==> src/rtl/xswitch_pkg.sv <==
// Shared types and constants for the switch arbitration blocks.
// Provides the arbiter state encoding, the packet counter width and a
// modulo-N increment helper used for round-robin pointer updates.
package xswitch_pkg;

    // Arbiter FSM states: ARB searches for a new grant, LOCK holds one input
    typedef enum logic {
        ARB  = 1'b0,
        LOCK = 1'b1
    } arb_state_e;

    // Width of each per-input completed-packet counter
    localparam int PKT_CNT_W = 16;

    // Increment an index modulo n (n need not be a power of two)
    function automatic int wrap_inc(input int idx, input int n);
        return (idx >= n - 1) ? 0 : idx + 1;
    endfunction

endpackage

==> src/rtl/xrr_pick.sv <==
// Combinational round-robin picker.
// Returns the first requesting index found when searching ptr, ptr+1, ...
// wrapping modulo N_IN. Works for non-power-of-two N_IN: every candidate
// index is folded back into 0..N_IN-1, so no out-of-range request bit is
// ever sampled. When nothing requests, idx echoes ptr and any is low.
module xrr_pick #(
    parameter  int N_IN  = 4,
    localparam int IDX_W = $clog2(N_IN)
) (
    input  logic [N_IN-1:0]  req,
    input  logic [IDX_W-1:0] ptr,
    output logic             any,
    output logic [IDX_W-1:0] idx
);

    // N_IN always fits in IDX_W+1 bits, as does ptr + offset
    localparam logic [IDX_W:0] N_LIM = (IDX_W + 1)'(N_IN);

    logic [IDX_W:0]   w_sum  [N_IN];
    logic [IDX_W-1:0] w_cand [N_IN];
    logic [N_IN-1:0]  w_hit;

    // Candidate index for each search offset, folded back into range
    generate
        for (genvar gi = 0; gi < N_IN; gi++) begin : g_cand
            assign w_sum[gi]  = {1'b0, ptr} + (IDX_W + 1)'(gi);
            assign w_cand[gi] = (w_sum[gi] >= N_LIM) ? IDX_W'(w_sum[gi] - N_LIM)
                                                     : IDX_W'(w_sum[gi]);
            assign w_hit[gi]  = req[w_cand[gi]];
        end
    endgenerate

    // Priority select: the smallest search offset with a request wins
    always_comb begin
        any = 1'b0;
        idx = ptr;
        for (int k = N_IN - 1; k >= 0; k--) begin
            if (w_hit[k]) begin
                any = 1'b1;
                idx = w_cand[k];
            end
        end
    end

endmodule

==> src/rtl/xarb_mux.sv <==
// Packet-aware round-robin arbiter and stream multiplexer.
// Merges N_IN valid/ready/data/last streams into one output stream with a
// purely combinational datapath; the downstream register slice retimes it.
// Once an input wins, it keeps the output until its last beat is accepted,
// and a stalled first beat also freezes the grant so the output is stable.
// Optional feature: define XARB_PKT_CNT_EN to add the pkt_cnt output with
// one wrapping 16-bit completed-packet counter per input.
module xarb_mux
    import xswitch_pkg::*;
#(
    parameter  int N_IN    = 4,
    parameter  int D_WIDTH = 16,
    localparam int IDX_W   = $clog2(N_IN)
) (
    input  logic                      clk,
    input  logic                      rstn,
    input  logic [N_IN-1:0]           vldi,
    input  logic [N_IN-1:0]           lasti,
    input  logic [N_IN*D_WIDTH-1:0]   datai,
    output logic [N_IN-1:0]           rdyi,
    output logic                      vldo,
    output logic                      lasto,
    output logic [D_WIDTH-1:0]        datao,
    input  logic                      rdyo,
`ifdef XARB_PKT_CNT_EN
    output logic [N_IN*PKT_CNT_W-1:0] pkt_cnt,
`endif
    output logic [IDX_W-1:0]          gnt_idx
);

    arb_state_e       r_state;
    arb_state_e       w_state_next;
    logic [IDX_W-1:0] r_ptr;
    logic [IDX_W-1:0] w_ptr_next;
    logic [IDX_W-1:0] r_lock_idx;
    logic [IDX_W-1:0] w_lock_next;

    logic             w_pick_any;
    logic [IDX_W-1:0] w_pick_idx;
    logic [IDX_W-1:0] w_sel_idx;
    logic             w_sel_vld;
    logic             w_sel_last;
    logic             w_xfer;
    logic [D_WIDTH-1:0] w_data_arr [N_IN];

    // Unpack the flat data bus into one lane per input
    generate
        for (genvar gi = 0; gi < N_IN; gi++) begin : g_lane
            assign w_data_arr[gi] = datai[gi*D_WIDTH +: D_WIDTH];
        end
    endgenerate

    xrr_pick #(
        .N_IN (N_IN)
    ) u_pick (
        .req (vldi),
        .ptr (r_ptr),
        .any (w_pick_any),
        .idx (w_pick_idx)
    );

    // In LOCK only the locked input is looked at; other requests are ignored
    assign w_sel_idx  = (r_state == LOCK) ? r_lock_idx : w_pick_idx;
    assign w_sel_vld  = (r_state == LOCK) ? vldi[r_lock_idx] : w_pick_any;
    assign w_sel_last = lasti[w_sel_idx];
    assign w_xfer     = rstn & w_sel_vld & rdyo;

    // State register: arbitration state, round-robin pointer and locked index
    always_ff @(posedge clk) begin
        if (!rstn) begin
            r_state    <= ARB;
            r_ptr      <= '0;
            r_lock_idx <= '0;
        end else begin
            r_state    <= w_state_next;
            r_ptr      <= w_ptr_next;
            r_lock_idx <= w_lock_next;
        end
    end

    // Next-state logic: lock on a multi-beat start or a stalled beat,
    // advance the pointer past the winner when a packet completes
    always_comb begin
        w_state_next = r_state;
        w_ptr_next   = r_ptr;
        w_lock_next  = r_lock_idx;
        case (r_state)
            ARB: begin
                if (w_pick_any) begin
                    if (rdyo && w_sel_last) begin
                        w_ptr_next = IDX_W'(wrap_inc(int'(w_pick_idx), N_IN));
                    end else begin
                        w_state_next = LOCK;
                        w_lock_next  = w_pick_idx;
                    end
                end
            end
            LOCK: begin
                if (w_xfer && w_sel_last) begin
                    w_state_next = ARB;
                    w_ptr_next   = IDX_W'(wrap_inc(int'(r_lock_idx), N_IN));
                end
            end
            default: begin
                w_state_next = ARB;
            end
        endcase
    end

    // Output logic: pass the selected lane through, everything low in reset
    always_comb begin
        vldo    = 1'b0;
        lasto   = 1'b0;
        datao   = '0;
        gnt_idx = '0;
        rdyi    = '0;
        if (rstn) begin
            vldo    = w_sel_vld;
            lasto   = w_sel_vld & w_sel_last;
            datao   = w_data_arr[w_sel_idx];
            gnt_idx = w_sel_idx;
            if (w_sel_vld && rdyo) begin
                rdyi[w_sel_idx] = 1'b1;
            end
        end
    end

`ifdef XARB_PKT_CNT_EN
    logic [PKT_CNT_W-1:0] r_pkt_cnt [N_IN];

    generate
        for (genvar gi = 0; gi < N_IN; gi++) begin : g_cnt
            // Count packets whose last beat was accepted from this input
            always_ff @(posedge clk) begin
                if (!rstn) begin
                    r_pkt_cnt[gi] <= '0;
                end else if (w_xfer && w_sel_last && (w_sel_idx == IDX_W'(gi))) begin
                    r_pkt_cnt[gi] <= r_pkt_cnt[gi] + PKT_CNT_W'(1);
                end
            end
            assign pkt_cnt[gi*PKT_CNT_W +: PKT_CNT_W] = rstn ? r_pkt_cnt[gi] : '0;
        end
    endgenerate
`else
    // Counters are not built in this configuration
`endif

endmodule

==> config.mk <==
export PLATFORM = sky130hd
export DESIGN_NAME = xarb_mux
export DESIGN_NICKNAME = d
export VERILOG_FILES = /design/src/rtl/xswitch_pkg.sv /design/src/rtl/xrr_pick.sv /design/src/rtl/xarb_mux.sv
export SDC_FILE = /design/constraint.sdc
export NUM_CORES = 1
export LEC_CHECK = 0
export ABC_AREA = 1
export CORE_MARGIN = 1.5
export CORE_UTILIZATION = 31
export CTS_CLUSTER_SIZE = 20
export DETAILED_ROUTE_END_ITERATION = 7
export PLACE_DENSITY = 0.92
export SLEW_MARGIN = 20
export SYNTH_ARGS = -nofsm -noshare
export SYNTH_HDL_FRONTEND = slang
export SYNTH_HIERARCHICAL = 1
export SYNTH_SLANG_ARGS = --single-unit
==> constraint.sdc <==
create_clock -name clk -period 4.2 [get_ports clk]
set_input_delay 1.05 -clock clk [delete_from_list [all_inputs] [get_ports clk]]
set_output_delay 1.05 -clock clk [all_outputs]
set_load 0.01 [all_outputs]
==> flow_metrics.env, run 1 <==
export IMPL_synth_ff_type="dfxtp_1"
export IMPL_synth_top_cell_area_share=0.217
export IMPL_wire_per_inst_um=14.7
export IMPL_grt_max_degree=20
export IMPL_fin_area_mm2=0.00234
export IMPL_rsz0062_at_grt="no"
export IMPL_cts_hold_buf=0
export IMPL_max_freq_mhz=245
export IMPL_yosys_warnings=6
export IMPL_grt_pass1_wl_um=8470
export IMPL_insertion_delay_ns=0.25
export IMPL_die_area_mm2=0.00394
export IMPL_clk_path_buf_depth=2
export IMPL_path_common_cell="inv_1"
export IMPL_antenna_found_initial=0
export IMPL_antennaDiodeCount=0
export IMPL_grt_busiest_layer="met2"
export IMPL_grt_total_usage=0.265
export IMPL_drc=0
export IMPL_gr_usage_met3=0.0342
export IMPL_htreeDepth=1
export IMPL_rows=21
export IMPL_tightest_slew_ns=0.454
export IMPL_syn_area_mm2=0.00111
export IMPL_max_cap_violations=0
export IMPL_synthArstFlopShare=0
export IMPL_vias_per_cell=5.13
export IMPL_wirelength_um=5290
export IMPL_grt_remaining_overflow=0
export IMPL_crit_family="buffers and inverters"
export IMPL_vias=1843
export IMPL_cts_sinks=5
export IMPL_dp_hpwl_um=4040
export IMPL_power_density_mw_per_mm2=820
export IMPL_die_y_um=62.7
export IMPL_grt_pass1_vias=1808
export IMPL_period_minus_slack_ns=4.08
export IMPL_path_buf_inv=8
export IMPL_dr_pass1_iters=5
export IMPL_cts_buffers=3
export IMPL_die_w_um=62.7
export IMPL_ys_seq_area_frac=0.0905
export IMPL_skew_ns=0.00775
export IMPL_final_period_utilization=0.971
export IMPL_finalHoldViolCount=0
export IMPL_clkTransAtPathRegs_ns=0.05
export IMPL_hold_class="reg -> reg"
export IMPL_avgSynthCellArea_um2=5.76
export IMPL_worstSetupEndpointType="output port"
export IMPL_use_met1=0.316
export IMPL_syn_num_nets=267
export IMPL_yosys_area_top_type="a22oi_1"
export IMPL_portBuffers=98
export IMPL_setup_slack_ns=0.121
export IMPL_initial_core_util=0.326
export IMPL_area_delta_synth_final_pct=112
export IMPL_crit_fanout=8
export IMPL_ant_nets=0
export IMPL_layout_commonest_cell="clkdlybuf4s50_1"
export IMPL_timing_worst_setup_path_type="in -> out"
export IMPL_dpl_instance_area_mm2=0.00230
export IMPL_pin_count=99
export IMPL_irDropWorstVdd_mv=0.379
export IMPL_cp_data_arrival_time_ns=3.03
export IMPL_cts_tree="yes"
export IMPL_post_place_cells=349
export IMPL_required_ns=3.15
export IMPL_layoutNonFillerInstCount=359
export IMPL_slew_viol_final=0
export IMPL_place_ws_ns=-0.530
export IMPL_drive_gt1_frac=0.243
export IMPL_cp_cell_sequence="clkdlybuf4s15_1 > inv_1 > nand2_1 > nand3_2 > inv_1 > o21bai_1 > a21boi_1 > buf_4 > o21ai_4 > buf_6 > inv_4 > nor2_4 > buf_16 > a22oi_1 > a21oi_1 > buf_2"
export IMPL_report_power_total_w=0.00192
export IMPL_slowest_stage="clkdlybuf4s15_1"
export IMPL_synthTopCellsByArea="a22oi_1 (22%), nand2_1 (16%), a21oi_1 (9.0%)"
export IMPL_ctsRootBufferMaster="clkbuf_4"
export IMPL_setup_viol=0
export IMPL_synth_seq_cells=5
export IMPL_coreArea_mm2=0.00339
export IMPL_status="finished clean"
export IMPL_hold_slack_ns=0.547
export IMPL_grtUsageMet2=0.501
export IMPL_drt_iter0_drc=126
export IMPL_netlist_instances=192
export IMPL_fin_nets=389
export IMPL_critPathLaunchType="primary input"
export IMPL_place_congestion=0.910
export IMPL_n_fill_cell=260
export IMPL_worst_slew_margin_rel=0.697
export IMPL_ys_types=28
export IMPL_p_leak_nw=1.09
export IMPL_synth_edf_count=0
export IMPL_max_stage_delay_ns=0.19
export IMPL_final_cell_mix="clkdlybuf4s50_1 (73), nand2_1 (45), a22oi_1 (32)"
==> worst paths after layout <==
path                                   start                         end  slack, ns  depth (start not counted)
setup reg to reg       r_ptr[0]$_SDFFE_PN0P_       r_ptr[1]$_SDFFE_PN0P_       1.56                         20
setup / recovery                     vldi[3]                    datao[8]       0.12                         16
hold / removal    r_lock_idx[1]$_SDFFE_PN0P_  r_lock_idx[1]$_SDFFE_PN0P_       0.55                          2
hold reg to reg   r_lock_idx[1]$_SDFFE_PN0P_  r_lock_idx[1]$_SDFFE_PN0P_       0.55                          2
==> metrics by stage <==
stage               setup TNS [ns]   util
global route                     0  0.692
CTS                              0  0.709
finish                           0  0.692
global placement             -7.17  0.678
floorplan                        0      -
detailed placement           -9.50  0.678
==> power by group <==
part / leakage [nW] / switching [W] / internal [W] / total, W
sequential: 0.0415 / 0.0000400 / 0.0000674 / 0.000107
clock: 0.0150 / 0.0000216 / 0.0000360 / 0.0000577
combinational: 1.04 / 0.000903 / 0.000855 / 0.00176
total: 1.09 / 0.000964 / 0.000958 / 0.00192
==> final cells by class <==
class | instances | area, µm² | area share
Multi-Input combinational cell | 153 | 897 | 0.383
Inverter | 27 | 106 | 0.0454
Sequential cell | 5 | 100 | 0.0427
Timing Repair Buffer | 124 | 1160 | 0.494
Tap cell | 46 | 57.6 | 0.0245
Clock buffer | 4 | 26.3 | 0.0112
==> cell families (layout without fill, tap and decap cells) <==
group / after synthesis / in the layout / share of synthesized area
AND/OR/NAND/NOR: 89 / 89 / 0.387
XOR/XNOR: 2 / 2 / 0.0158
flip-flops: 5 / 5 / 0.0905
buffers and inverters: 34 / 155 / 0.138
AO/OA/AOI/OAI: 62 / 62 / 0.369
==> per-layer routing <==
| metal | wire (µm) | vias up |
|---|---|---|
| li1 | - | 913 |
| met5 | 0 | - |
| met1 | 2130 | 870 |
| met4 | 57 | 0 |
| met3 | 210 | 10 |
| met2 | 2890 | 50 |
==> repair_timing <==
item | in CTS | in global routing
endpoints found under the setup margin | 23 | 20
pin swaps | 7 | 10
cloned | 1 | 0
setup buffers | 5 | 0
resized for setup | 42 | 39
==> flip-flops by register name (all words and copies together), names as in the netlist <==
signal and cells:
r_state 1, r_lock_idx 2, r_ptr 2
==> worst reg2reg max path, delay by kind of cell, from the launching register on <==
family / cells / cell delay, ns
AND/OR/NAND/NOR: 10 / 0.83
AO/OA/AOI/OAI: 4 / 0.48
buffers and inverters: 6 / 0.68
flip-flops: 1 / 0.59
==> synthesized netlist by cell type, types with 2 or more instances <==
| cell | number |
|---|---|
| nand2_1 | 47 |
| a22oi_1 | 32 |
| inv_1 | 21 |
| a21oi_1 | 20 |
| nand3_1 | 14 |
| nor2_1 | 11 |
| dfxtp_1 | 5 |
| inv_2 | 4 |
| nor2_4 | 4 |
| nor3_1 | 4 |
| o21ai_0 | 4 |
| buf_4 | 3 |
| nand2_2 | 3 |
| clkbuf_1 | 2 |
| inv_4 | 2 |
| nand2_4 | 2 |
| nand3_2 | 2 |
| o21bai_1 | 2 |
Note: power is estimated with default switching activity, not from simulation.
==> run 2, diff against run 1 <==
==> constraint.sdc (replaced) <==
create_clock -name clk -period 4.5 [get_ports clk]
set_input_delay 1.125 -clock clk [delete_from_list [all_inputs] [get_ports clk]]
set_output_delay 1.125 -clock clk [all_outputs]
set_load 0.01 [all_outputs]
==> run 2 against run 1 <==
- register-to-register slack gained 0.26 ns
- core utilization shrank 0.96 points
- combinational power shrank 9.7%
- hold slack gained 0.0070 ns
- via count shrank 2.7%
- die area is the same
- critical endpoint is now datao[0]
- largest power group unchanged
- sequential share of layout area grew 0.060 points
==> flow_metrics.env, run 2 (same netlist as run 1, synthesis figures left out) <==
export IMPL_worst_r2r_path_depth=20
export IMPL_max_freq_mhz=241
export IMPL_r2r_end="r_ptr[1]$_SDFFE_PN0P_"
export IMPL_max_cap_violations=0
export IMPL_worstSetupEndpointType="output port"
export IMPL_grt_total_usage=0.252
export IMPL_cts_hold_buf=0
export IMPL_fin_nets=383
export IMPL_initial_core_util=0.326
export IMPL_period_minus_slack_ns=4.15
export IMPL_hold_slack_ns=0.554
export IMPL_grt_max_degree=20
export IMPL_final_cell_mix="clkdlybuf4s50_1 (72), nand2_1 (46), a22oi_1 (29)"
export IMPL_die_area_mm2=0.00394
export IMPL_required_ns=3.38
export IMPL_max_stage_delay_ns=0.17
export IMPL_power_density_mw_per_mm2=755
export IMPL_cp_data_arrival_time_ns=3.03
export IMPL_rows=21
export IMPL_top_regs="r_lock_idx (2), r_ptr (2), r_state (1)"
export IMPL_antennaDiodeCount=0
export IMPL_area_delta_synth_final_pct=109
export IMPL_cts_buffers=3
export IMPL_place_congestion=0.912
export IMPL_irDropWorstVdd_mv=0.363
export IMPL_ant_nets=0
export IMPL_hold_class="reg -> reg"
export IMPL_skew_ns=0.00450
export IMPL_critPathLaunchType="primary input"
export IMPL_timing_worst_setup_path_type="in -> out"
export IMPL_cts_tree="yes"
export IMPL_n_fill_cell=264
export IMPL_finalHoldViolCount=0
export IMPL_reg2reg_from="r_ptr[0]$_SDFFE_PN0P_"
export IMPL_dp_hpwl_um=3990
export IMPL_place_ws_ns=-0.325
export IMPL_wirelength_um=5180
export IMPL_cp_cell_sequence="dlymetal6s2s_1 > nand2_1 > nand2_1 > nand2_1 > o21ai_0 > o21bai_1 > a21boi_1 > buf_4 > o21ai_4 > buf_4 > inv_4 > nor2_4 > clkbuf_16 > a22oi_1 > a21oi_1 > clkbuf_2"
export IMPL_status="finished clean"
export IMPL_tightest_slew_ns=0.444
export IMPL_final_period_utilization=0.922
export IMPL_insertion_delay_ns=0.25
export IMPL_crit_fanout=8
export IMPL_worst_slew_margin_rel=0.704
export IMPL_die_y_um=62.7
export IMPL_clkTransAtPathRegs_ns=0.05
export IMPL_setup_viol=0
export IMPL_vias=1793
export IMPL_grt_remaining_overflow=0
export IMPL_drc=0
export IMPL_rsz0062_at_grt="no"
export IMPL_slowest_stage="clkbuf_16"
export IMPL_htreeDepth=1
export IMPL_cts_sinks=5
export IMPL_post_cts_buffers=0
export IMPL_grt_pass1_wl_um=8160
export IMPL_drt_iter0_drc=111
export IMPL_antenna_found_initial=0
export IMPL_hold_depth=2
export IMPL_r2r_slack_ns=1.82
export IMPL_layout_commonest_cell="clkdlybuf4s50_1"
export IMPL_coreArea_mm2=0.00339
export IMPL_worstHoldEndpoint="r_lock_idx[1]$_SDFFE_PN0P_"
export IMPL_die_w_um=62.7
export IMPL_setup_slack_ns=0.350
export IMPL_path_common_cell="nand2_1"
export IMPL_pin_count=99
export IMPL_crit_family="buffers and inverters"
export IMPL_wire_per_inst_um=14.7
export IMPL_clk_path_buf_depth=2
export IMPL_grt_pass1_vias=1845
export IMPL_p_leak_nw=1.11
export IMPL_slew_viol_final=0
export IMPL_hp_start="r_lock_idx[1]$_SDFFE_PN0P_"
export IMPL_ctsRootBufferMaster="clkbuf_4"
export IMPL_path_buf_inv=6
export IMPL_dr_pass1_iters=4
export IMPL_drive_gt1_frac=0.218
export IMPL_portBuffers=98
export IMPL_vias_per_cell=5.08
-- run 2: worst min-delay path, delay by kind of cell (launching register included) --
family	cells	cell delay, ns
flip-flops	1	0.33
AO/OA/AOI/OAI	1	0.08
buffers and inverters	1	0.10
-- run 2: worst max-delay path by stage --
stage,from,cells after the start,slack [ns],end
global route,vldi[3],16,0.18,datao[10]
floorplan,vldi[1],12,0.63,datao[0]
detailed placement,vldi[1],16,-0.32,datao[8]
finish,vldi[3],16,0.35,datao[0]
global placement,vldi[0],19,-0.24,datao[4]
CTS,vldi[1],16,-0.008,datao[7]
-- run 2: power by group --
part | internal [W] | switching (W)
combinational | 0.000768 | 0.000825
sequential | 0.0000628 | 0.0000362
clock | 0.0000323 | 0.0000214
total | 0.000863 | 0.000882
-- run 2: final cells by class --
cell class                 instances  area (µm²)  area share
inverter                          27         106      0.0460
multi-input combinational        153         896       0.387
sequential                         5         100      0.0433
clock buffer                       3        22.5     0.00974
clock inverter                     1        5.00     0.00216
tap                               46        57.6      0.0249
timing repair buffer             118        1120       0.486
-- run 2: routing by layer --
metal | vias up | part of all wire | global-route usage
li1 | 899 | - | -
met1 | 825 | 0.39 | 0.297
met2 | 59 | 0.55 | 0.483
met3 | 10 | 0.042 | 0.0252
met4 | 0 | 0.019 | 0.0583
met5 | - | 0 | 0
-- run 2: repair_timing --
action	4_1_cts	5_1_grt
endpoints found under the setup margin	22	24
gates resized for setup	42	30
cloned	0	1
pin swaps	0	6
hold endpoints to repair	0	0
-- run 2: per-stage QoR --
| step | total power, W | cell area [µm²] | TNS (ns) | std cells | utilization |
|---|---|---|---|---|---|
| 2_1_floorplan | 0.000952 | 1110 | 0 | 192 | - |
| 3_3_place_gp | 0.00162 | 2290 | -3.89 | 348 | 0.676 |
| 3_5_place_dp | 0.00167 | 2290 | -5.41 | 348 | 0.676 |
| 4_1_cts | 0.00169 | 2330 | -0.0122 | 352 | 0.687 |
| 5_1_grt | 0.00188 | 2310 | 0 | 353 | 0.682 |
| 6_report | 0.00175 | 2310 | 0 | 353 | 0.682 |
